File: src/rtl/ssd_pkg.sv
// ssd_pkg: shared types and default sizes for the flash transaction initiator.
//   flash_cmd_t  : one queued core command (write flag + write data)
//   fti_state_t  : initiator FSM states
//   ptrWidth()   : pointer width for a power-of-two queue depth
package ssd_pkg;

  localparam int FLASH_DATA_W     = 32;
  localparam int FLASH_FIFO_DEPTH = 4;
  localparam int FLASH_TIMEOUT    = 256;
  localparam int FLASH_MAX_RETRY  = 2;

  typedef struct packed {
    logic                    write;
    logic [FLASH_DATA_W-1:0] wdata;
  } flash_cmd_t;

  typedef enum logic [1:0] {
    IDLE,
    ISSUE,
    WAIT,
    RESP
  } fti_state_t;

  function automatic int ptrWidth(input int depth);
    return (depth > 1) ? $clog2(depth) : 1;
  endfunction

endpackage

File: src/rtl/flash_req_fifo.sv
// flash_req_fifo: synchronous request queue of flash_cmd_t entries.
//   clk, rst     : clock, asynchronous active-high reset (flushes the queue)
//   push_i       : write pushData_i when not full
//   pop_i        : advance the head when not empty; popData_o shows the head
//   full_o       : DEPTH entries held (a same-cycle pop does not free a slot)
//   empty_o      : no entries held (no bypass: a push is visible next cycle)
//   count_o      : number of entries held
module flash_req_fifo
  import ssd_pkg::*;
#(
  parameter  int DEPTH = FLASH_FIFO_DEPTH,
  localparam int PTR_W = ptrWidth(DEPTH),
  localparam int CNT_W = $clog2(DEPTH) + 1
) (
  input  logic             clk,
  input  logic             rst,
  input  logic             push_i,
  input  flash_cmd_t       pushData_i,
  input  logic             pop_i,
  output flash_cmd_t       popData_o,
  output logic             full_o,
  output logic             empty_o,
  output logic [CNT_W-1:0] count_o
);

  flash_cmd_t       mem [DEPTH];
  logic [PTR_W-1:0] wrPtr_q;
  logic [PTR_W-1:0] rdPtr_q;
  logic [CNT_W-1:0] count_q;
  logic             doPush;
  logic             doPop;

  assign full_o    = (count_q == CNT_W'(DEPTH));
  assign empty_o   = (count_q == '0);
  assign doPush    = push_i & ~full_o;
  assign doPop     = pop_i & ~empty_o;
  assign popData_o = mem[rdPtr_q];
  assign count_o   = count_q;

  // Storage needs no reset; the pointers alone define what is valid.
  always_ff @(posedge clk) begin
    if (doPush) begin
      mem[wrPtr_q] <= pushData_i;
    end
  end

  // DEPTH is a power of two, so the pointers wrap by plain overflow.
  always_ff @(posedge clk or posedge rst) begin
    if (rst) begin
      wrPtr_q <= '0;
      rdPtr_q <= '0;
      count_q <= '0;
    end else begin
      if (doPush) begin
        wrPtr_q <= wrPtr_q + 1'b1;
      end
      if (doPop) begin
        rdPtr_q <= rdPtr_q + 1'b1;
      end
      case ({doPush, doPop})
        2'b10:   count_q <= count_q + 1'b1;
        2'b01:   count_q <= count_q - 1'b1;
        default: count_q <= count_q;
      endcase
    end
  end

endmodule

File: src/rtl/flash_txn_initiator.sv
// flash_txn_initiator: queues core commands and runs them one at a time over the
// flash read/write/ready strobe interface, returning one response per command in order.
//   clk, rst                         : clock, asynchronous active-high reset
//   req_valid_i/req_ready_o          : command handshake (req_ready_o = queue not full)
//   req_write_i, req_wdata_i         : command kind and write data
//   rsp_valid_o/rsp_ready_i          : response handshake, response held until accepted
//   rsp_rdata_o, rsp_err_o           : read data (0 for writes/errors), abort flag
//   flash_read_o, flash_write_o      : strobes to the flash responder (never both high)
//   flash_wdata_o, flash_rdata_i     : flash write data out, read data in
//   flash_ready_i                    : responder completion
//   busy_o                           : queue non-empty or a command in progress
// Build option: define FLASH_TIMEOUT_EN to abort and re-issue a strobe after
// TIMEOUT_CYCLES without flash_ready, giving up with rsp_err after MAX_RETRY re-issues.
// DATA_W must match ssd_pkg::FLASH_DATA_W, the width carried by the queue entries.
module flash_txn_initiator
  import ssd_pkg::*;
#(
  parameter int DATA_W         = FLASH_DATA_W,
  parameter int FIFO_DEPTH     = FLASH_FIFO_DEPTH,
  parameter int TIMEOUT_CYCLES = FLASH_TIMEOUT,
  parameter int MAX_RETRY      = FLASH_MAX_RETRY
) (
  input  logic              clk,
  input  logic              rst,
  input  logic              req_valid_i,
  output logic              req_ready_o,
  input  logic              req_write_i,
  input  logic [DATA_W-1:0] req_wdata_i,
  output logic              rsp_valid_o,
  input  logic              rsp_ready_i,
  output logic [DATA_W-1:0] rsp_rdata_o,
  output logic              rsp_err_o,
  output logic              flash_read_o,
  output logic              flash_write_o,
  output logic [DATA_W-1:0] flash_wdata_o,
  input  logic [DATA_W-1:0] flash_rdata_i,
  input  logic              flash_ready_i,
  output logic              busy_o
);

  localparam int CNT_W = $clog2(FIFO_DEPTH) + 1;

  flash_cmd_t        pushCmd;
  flash_cmd_t        headCmd;
  flash_cmd_t        issueCmd;
  logic              fifoFull;
  logic              fifoEmpty;
  logic [CNT_W-1:0]  fifoCount;
  logic              pop;
  logic              reissuePending;
  logic              reissueGo;
  logic              startIssue;

  fti_state_t        state_q;
  logic              flashRead_q;
  logic              flashWrite_q;
  logic [DATA_W-1:0] flashWdata_q;
  logic              rspValid_q;
  logic [DATA_W-1:0] rspRdata_q;

`ifdef FLASH_TIMEOUT_EN
  localparam int WAIT_W  = $clog2(TIMEOUT_CYCLES + 1);
  localparam int RETRY_W = (MAX_RETRY > 0) ? $clog2(MAX_RETRY + 1) : 1;

  flash_cmd_t        cmd_q;
  logic [WAIT_W-1:0] waitCnt_q;
  logic [RETRY_W-1:0] retry_q;
  logic              reissue_q;
  logic              rspErr_q;

  // A timed-out command goes back through IDLE so the same ready gating applies
  // before its strobe is raised again.
  assign reissuePending = reissue_q;
  assign reissueGo      = (state_q == IDLE) && reissue_q && !flash_ready_i;
  assign issueCmd       = reissue_q ? cmd_q : headCmd;
  assign rsp_err_o      = rspErr_q;
`else
  logic unusedTimeoutCfg;

  assign unusedTimeoutCfg = ^{TIMEOUT_CYCLES, MAX_RETRY};
  assign reissuePending   = 1'b0;
  assign reissueGo        = 1'b0;
  assign issueCmd         = headCmd;
  assign rsp_err_o        = 1'b0;
`endif

  assign pushCmd = {req_write_i, req_wdata_i};

  // flash_ready still high in IDLE belongs to the transfer just closed, so hold off.
  assign pop        = (state_q == IDLE) && !fifoEmpty && !flash_ready_i && !reissuePending;
  assign startIssue = pop || reissueGo;

  assign req_ready_o   = ~fifoFull;
  assign busy_o        = (fifoCount != '0) || (state_q != IDLE) || reissuePending;
  assign rsp_valid_o   = rspValid_q;
  assign rsp_rdata_o   = rspRdata_q;
  assign flash_read_o  = flashRead_q;
  assign flash_write_o = flashWrite_q;
  assign flash_wdata_o = flashWdata_q;

  flash_req_fifo #(
    .DEPTH(FIFO_DEPTH)
  ) uReqFifo (
    .clk       (clk),
    .rst       (rst),
    .push_i    (req_valid_i),
    .pushData_i(pushCmd),
    .pop_i     (pop),
    .popData_o (headCmd),
    .full_o    (fifoFull),
    .empty_o   (fifoEmpty),
    .count_o   (fifoCount)
  );

  // Strobes are loaded on the IDLE->ISSUE edge so they are already high in ISSUE,
  // giving strobe at accept+2 and response at accept+4 with a one-cycle responder.
  always_ff @(posedge clk or posedge rst) begin
    if (rst) begin
      state_q      <= IDLE;
      flashRead_q  <= 1'b0;
      flashWrite_q <= 1'b0;
      flashWdata_q <= '0;
      rspValid_q   <= 1'b0;
      rspRdata_q   <= '0;
`ifdef FLASH_TIMEOUT_EN
      cmd_q        <= '0;
      waitCnt_q    <= '0;
      retry_q      <= '0;
      reissue_q    <= 1'b0;
      rspErr_q     <= 1'b0;
`endif
    end else begin
      case (state_q)
        IDLE: begin
          if (startIssue) begin
            state_q      <= ISSUE;
            flashRead_q  <= ~issueCmd.write;
            flashWrite_q <= issueCmd.write;
            flashWdata_q <= issueCmd.write ? issueCmd.wdata : '0;
`ifdef FLASH_TIMEOUT_EN
            cmd_q        <= issueCmd;
            reissue_q    <= 1'b0;
            if (pop) begin
              retry_q <= '0;
            end
`endif
          end
        end
        ISSUE: begin
          state_q <= WAIT;
`ifdef FLASH_TIMEOUT_EN
          // The ISSUE cycle counts toward the strobe's time budget.
          waitCnt_q <= WAIT_W'(1);
`endif
        end
        WAIT: begin
          if (flash_ready_i) begin
            state_q      <= RESP;
            flashRead_q  <= 1'b0;
            flashWrite_q <= 1'b0;
            flashWdata_q <= '0;
            rspValid_q   <= 1'b1;
            rspRdata_q   <= flashRead_q ? flash_rdata_i : '0;
`ifdef FLASH_TIMEOUT_EN
            rspErr_q     <= 1'b0;
`endif
          end
`ifdef FLASH_TIMEOUT_EN
          else if (waitCnt_q == WAIT_W'(TIMEOUT_CYCLES - 1)) begin
            flashRead_q  <= 1'b0;
            flashWrite_q <= 1'b0;
            flashWdata_q <= '0;
            if (retry_q == RETRY_W'(MAX_RETRY)) begin
              state_q    <= RESP;
              rspValid_q <= 1'b1;
              rspRdata_q <= '0;
              rspErr_q   <= 1'b1;
            end else begin
              state_q   <= IDLE;
              retry_q   <= retry_q + 1'b1;
              reissue_q <= 1'b1;
            end
          end else begin
            waitCnt_q <= waitCnt_q + 1'b1;
          end
`endif
        end
        RESP: begin
          if (rsp_ready_i) begin
            state_q    <= IDLE;
            rspValid_q <= 1'b0;
            rspRdata_q <= '0;
`ifdef FLASH_TIMEOUT_EN
            rspErr_q   <= 1'b0;
`endif
          end
        end
        default: state_q <= IDLE;
      endcase
    end
  end

endmodule

File: config.mk
export PLATFORM = sky130hd
export DESIGN_NAME = flash_txn_initiator
export DESIGN_NICKNAME = d
export VERILOG_FILES = /design/src/rtl/ssd_pkg.sv /design/src/rtl/flash_req_fifo.sv /design/src/rtl/flash_txn_initiator.sv
export SDC_FILE = /design/constraint.sdc
export NUM_CORES = 1
export LEC_CHECK = 0
export CORE_MARGIN = 1
export CORE_UTILIZATION = 50
export DETAILED_ROUTE_END_ITERATION = 8
export DONT_BUFFER_PORTS = 1
export GPL_ROUTABILITY_DRIVEN = 0
export GPL_TIMING_DRIVEN = 0
export PLACE_DENSITY = 0.69
export SKIP_LAST_GASP = 1
export SYNTH_ARGS = -nofsm -noshare
export SYNTH_HDL_FRONTEND = slang
export SYNTH_SLANG_ARGS = --single-unit
File: constraint.sdc
create_clock -name clk -period 2.5 [get_ports clk]
set_input_delay 0.375 -clock clk [delete_from_list [all_inputs] [get_ports clk]]
set_output_delay 0.375 -clock clk [all_outputs]
set_load 0.02 [all_outputs]
==> flow_summary.toml <==
[yosys]
synthAdderAreaFrac_pct = 1.70
synth_compound_area_share_pct = 7.98
yosysWarnings = 0
synth-xor-area-share_pct = 0.672
synth_cell_types = 34
synth_top_family_by_area = "multiplexers"
synth.area.mux_share_pct = 10.3
synth.largest_area_cell = "edfxtp_1"
synthSimpleGateAreaFrac_pct = 1.87
synth_seq_cells = 208
syn_area_per_cell_sq_um = 19.8
yosysMostFrequentCell = "edfxtp_1"
synth.area.top_cells = "edfxtp_1 (51%), dfrtp_1 (24%), mux4_2 (9.2%)"
synth_commonest_cells = "edfxtp_1 (132), dfrtp_1 (76), a22o_1 (64)"
syn_area_sq_um = 7820
yosysSeqAreaShare_pct = 75.0
ys.flop_type = "edfxtp_1"
synth-edff-count = 132
synth_nets = 475
netlist.area_leader.share_pct = 50.7
async_flop_share_pct = 36.5
synth_cells = 395

[clock_tree]
cts_buffer_depth = 3
htreeDepth = 1
clockRootBuffer = "clkbuf_16"
cts_tree = "done"
cts_resized = 0
cts_buffers = 22
cts_setup_buffers = 0
clkTransAtPathRegs_ns = 0.06
clk_latency_ns = 0.50
clkSinkCount = 208

[critical_path]
regToRegEndpoint = "uReqFifo.count_o[1]"
ff2ff_path_depth = 6
endpoint_kind = "flip-flop"
r2r-start = "state_q[0]"
worstSetupPathType = "reg2reg"
startpoint_type = "flip-flop"
critPathArrivalTime_ns = 2.67
rrSetupSlack_ns = 0.21
worst-path-max-fanout = 5
required_ns = 2.88
startpoint = "state_q[0]"

[route]
drtIter0Drc = 153
drtPass1Iterations = 4
wl_um = 14800
drtAntennaViolNets = 0
vias = 3847
wire_per_inst_um = 21.6
drt-vias-per-instance = 5.62
drc = 0

[grt]
antenna_found_initial = 0
grt_pass1_vias = 4096
grt_max_degree = 47
grt_usage_pct = 18.7
grt-ovfl-total = 0
grt_pass1_wl_um = 22600

[floorplanning]
dieHeight_um = 127
die_width_um = 127
dieArea_sq_um = 16100
num_io_pins = 140
core_area_sq_um = 15300
start_util_pct = 51.3
num_rows = 45

[outcome]
status = "completed"

[power_and_ir_drop]
power.density_nw_per_um2 = 1200
p_leak_uw = 0.00353
p_total_uw = 11100
vdd_ir_drop_max_mv = 0.633

[cells_and_area]
fillCellCount = 1082
final_nets = 538
diodes = 0
multi_input_area_sq_um = 1770
register_area_sq_um = 5870
drive_gt1_share_pct = 19.6
syn_to_final_growth_pct = 17.9

[timing]
worst_pin_slew_ns = 0.667
clock.fmax_mhz = 436
finalCritPeriodShare_pct = 91.8
rsz0062_at_grt = "false"
hold_viol = 0
setup_tns_ns = 0
min_period_ns = 2.29
holdWs_ns = 0.0228
setup_viol = 0
clock_skew_ns = 0.0139
maxSlewHeadroom_pct = 55.6
final-max-slew-violation-count = 0

[min_path]
holdCritStartpoint = "flash_rdata_i[30]"
hold_path_class = "in2reg"
min_to = "rsp_rdata_o[30]"
whs_path_depth = 1

[place]
dp_hpwl_um = 9500
numPortBuffers = 0

[run]
maxCapViolCount = 0
-- layer usage --
layer  global-route usage (%)  vias to the layer above  routed length (um)
li1                         -                     1704                   -
met1                     22.2                     1954                5790
met2                     32.7                      161                7380
met3                     5.44                       28                1170
met4                     6.23                        0                 453
met5                        0                        -                   0
-- power breakdown --
part,leakage (uW),internal [uW],switching [uW]
sequential,0.00222,4520,743
combinational,0.000977,1350,1520
clock,0.000332,1740,1220
-- critical path, cell delays in order (launching register included) --
cell	delay [ns]
dfrtp_1	0.38
inv_1	0.12
ha_1	0.22
nor3b_1	0.49
ha_1	0.29
fa_1	0.41
mux2_2	0.27
-- worst max path at each step --
stage / end / slack [ns] / cells past startpoint
after CTS: uReqFifo.count_o[1] / 0.19 / 6
final: uReqFifo.count_o[1] / 0.21 / 6
after global routing: uReqFifo.count_o[1] / 0.04 / 6
after global placement: flash_wdata_o[4] / -0.71 / 1
after detailed placement: uReqFifo.count_o[1] / 0.20 / 6
after floorplan: flash_read_o / 0.19 / 1
-- cells in the final DEF (no fill, tap or decap), drive strengths merged, types with 5 or more instances in the layout --
master	instances
edfxtp	132
dfrtp	76
a22o	64
clkbuf	41
dlygate4sd3	34
mux4	32
buf	19
nand2	9
ha	9
inv	9
clkinv	8
mux2	6
nor2	5
-- stage by stage --
step                      worst slack [ns]  area (sq um)  utilization (%)  instances
final                                0.205          9220             60.5        685
after global routing                0.0446          9220             60.5        685
after CTS                            0.187          9220             60.5        685
after detailed placement             0.205          8210             53.8        611
after global placement              -0.705          8090             53.0        606
after floorplan                      0.187          7820                -        395
-- layout make-up --
cell class | count | share of cell area [%]
buffer | 23 | 1.68
clock inverter | 8 | 0.502
inverter | 9 | 0.393
timing repair buffer | 39 | 4.94
sequential | 208 | 63.6
clock buffer | 32 | 6.81
multi-input combinational | 155 | 19.2
tap | 211 | 2.86
-- flip-flops by register name (all words and copies together) (netlist names) --
| register | cells |
|---|---|
| flash_read_o | 1 |
| flash_wdata_o | 32 |
| flash_write_o | 1 |
| rsp_rdata_o | 32 |
| rsp_valid_o | 1 |
| state_q | 2 |
| uReqFifo.count_o | 3 |
| uReqFifo.mem | 132 |
| uReqFifo.rdPtr_q | 2 |
| uReqFifo.wrPtr_q | 2 |
-- cells by family after synthesis --
logic type      count (synthesis)
flops                         208
compound gates                 72
mux                            40
buf+inv                        32
simple gates                   26
fa+ha+maj                      10
xor+xnor                        6
other cells                     1
-- timing repair --
action                                 4_1_cts  5_1_grt
setup endpoints to repair                    0        0
endpoints found under the hold margin      162        0
hold buffers                                34        0
(Power assumes the default switching activity.)
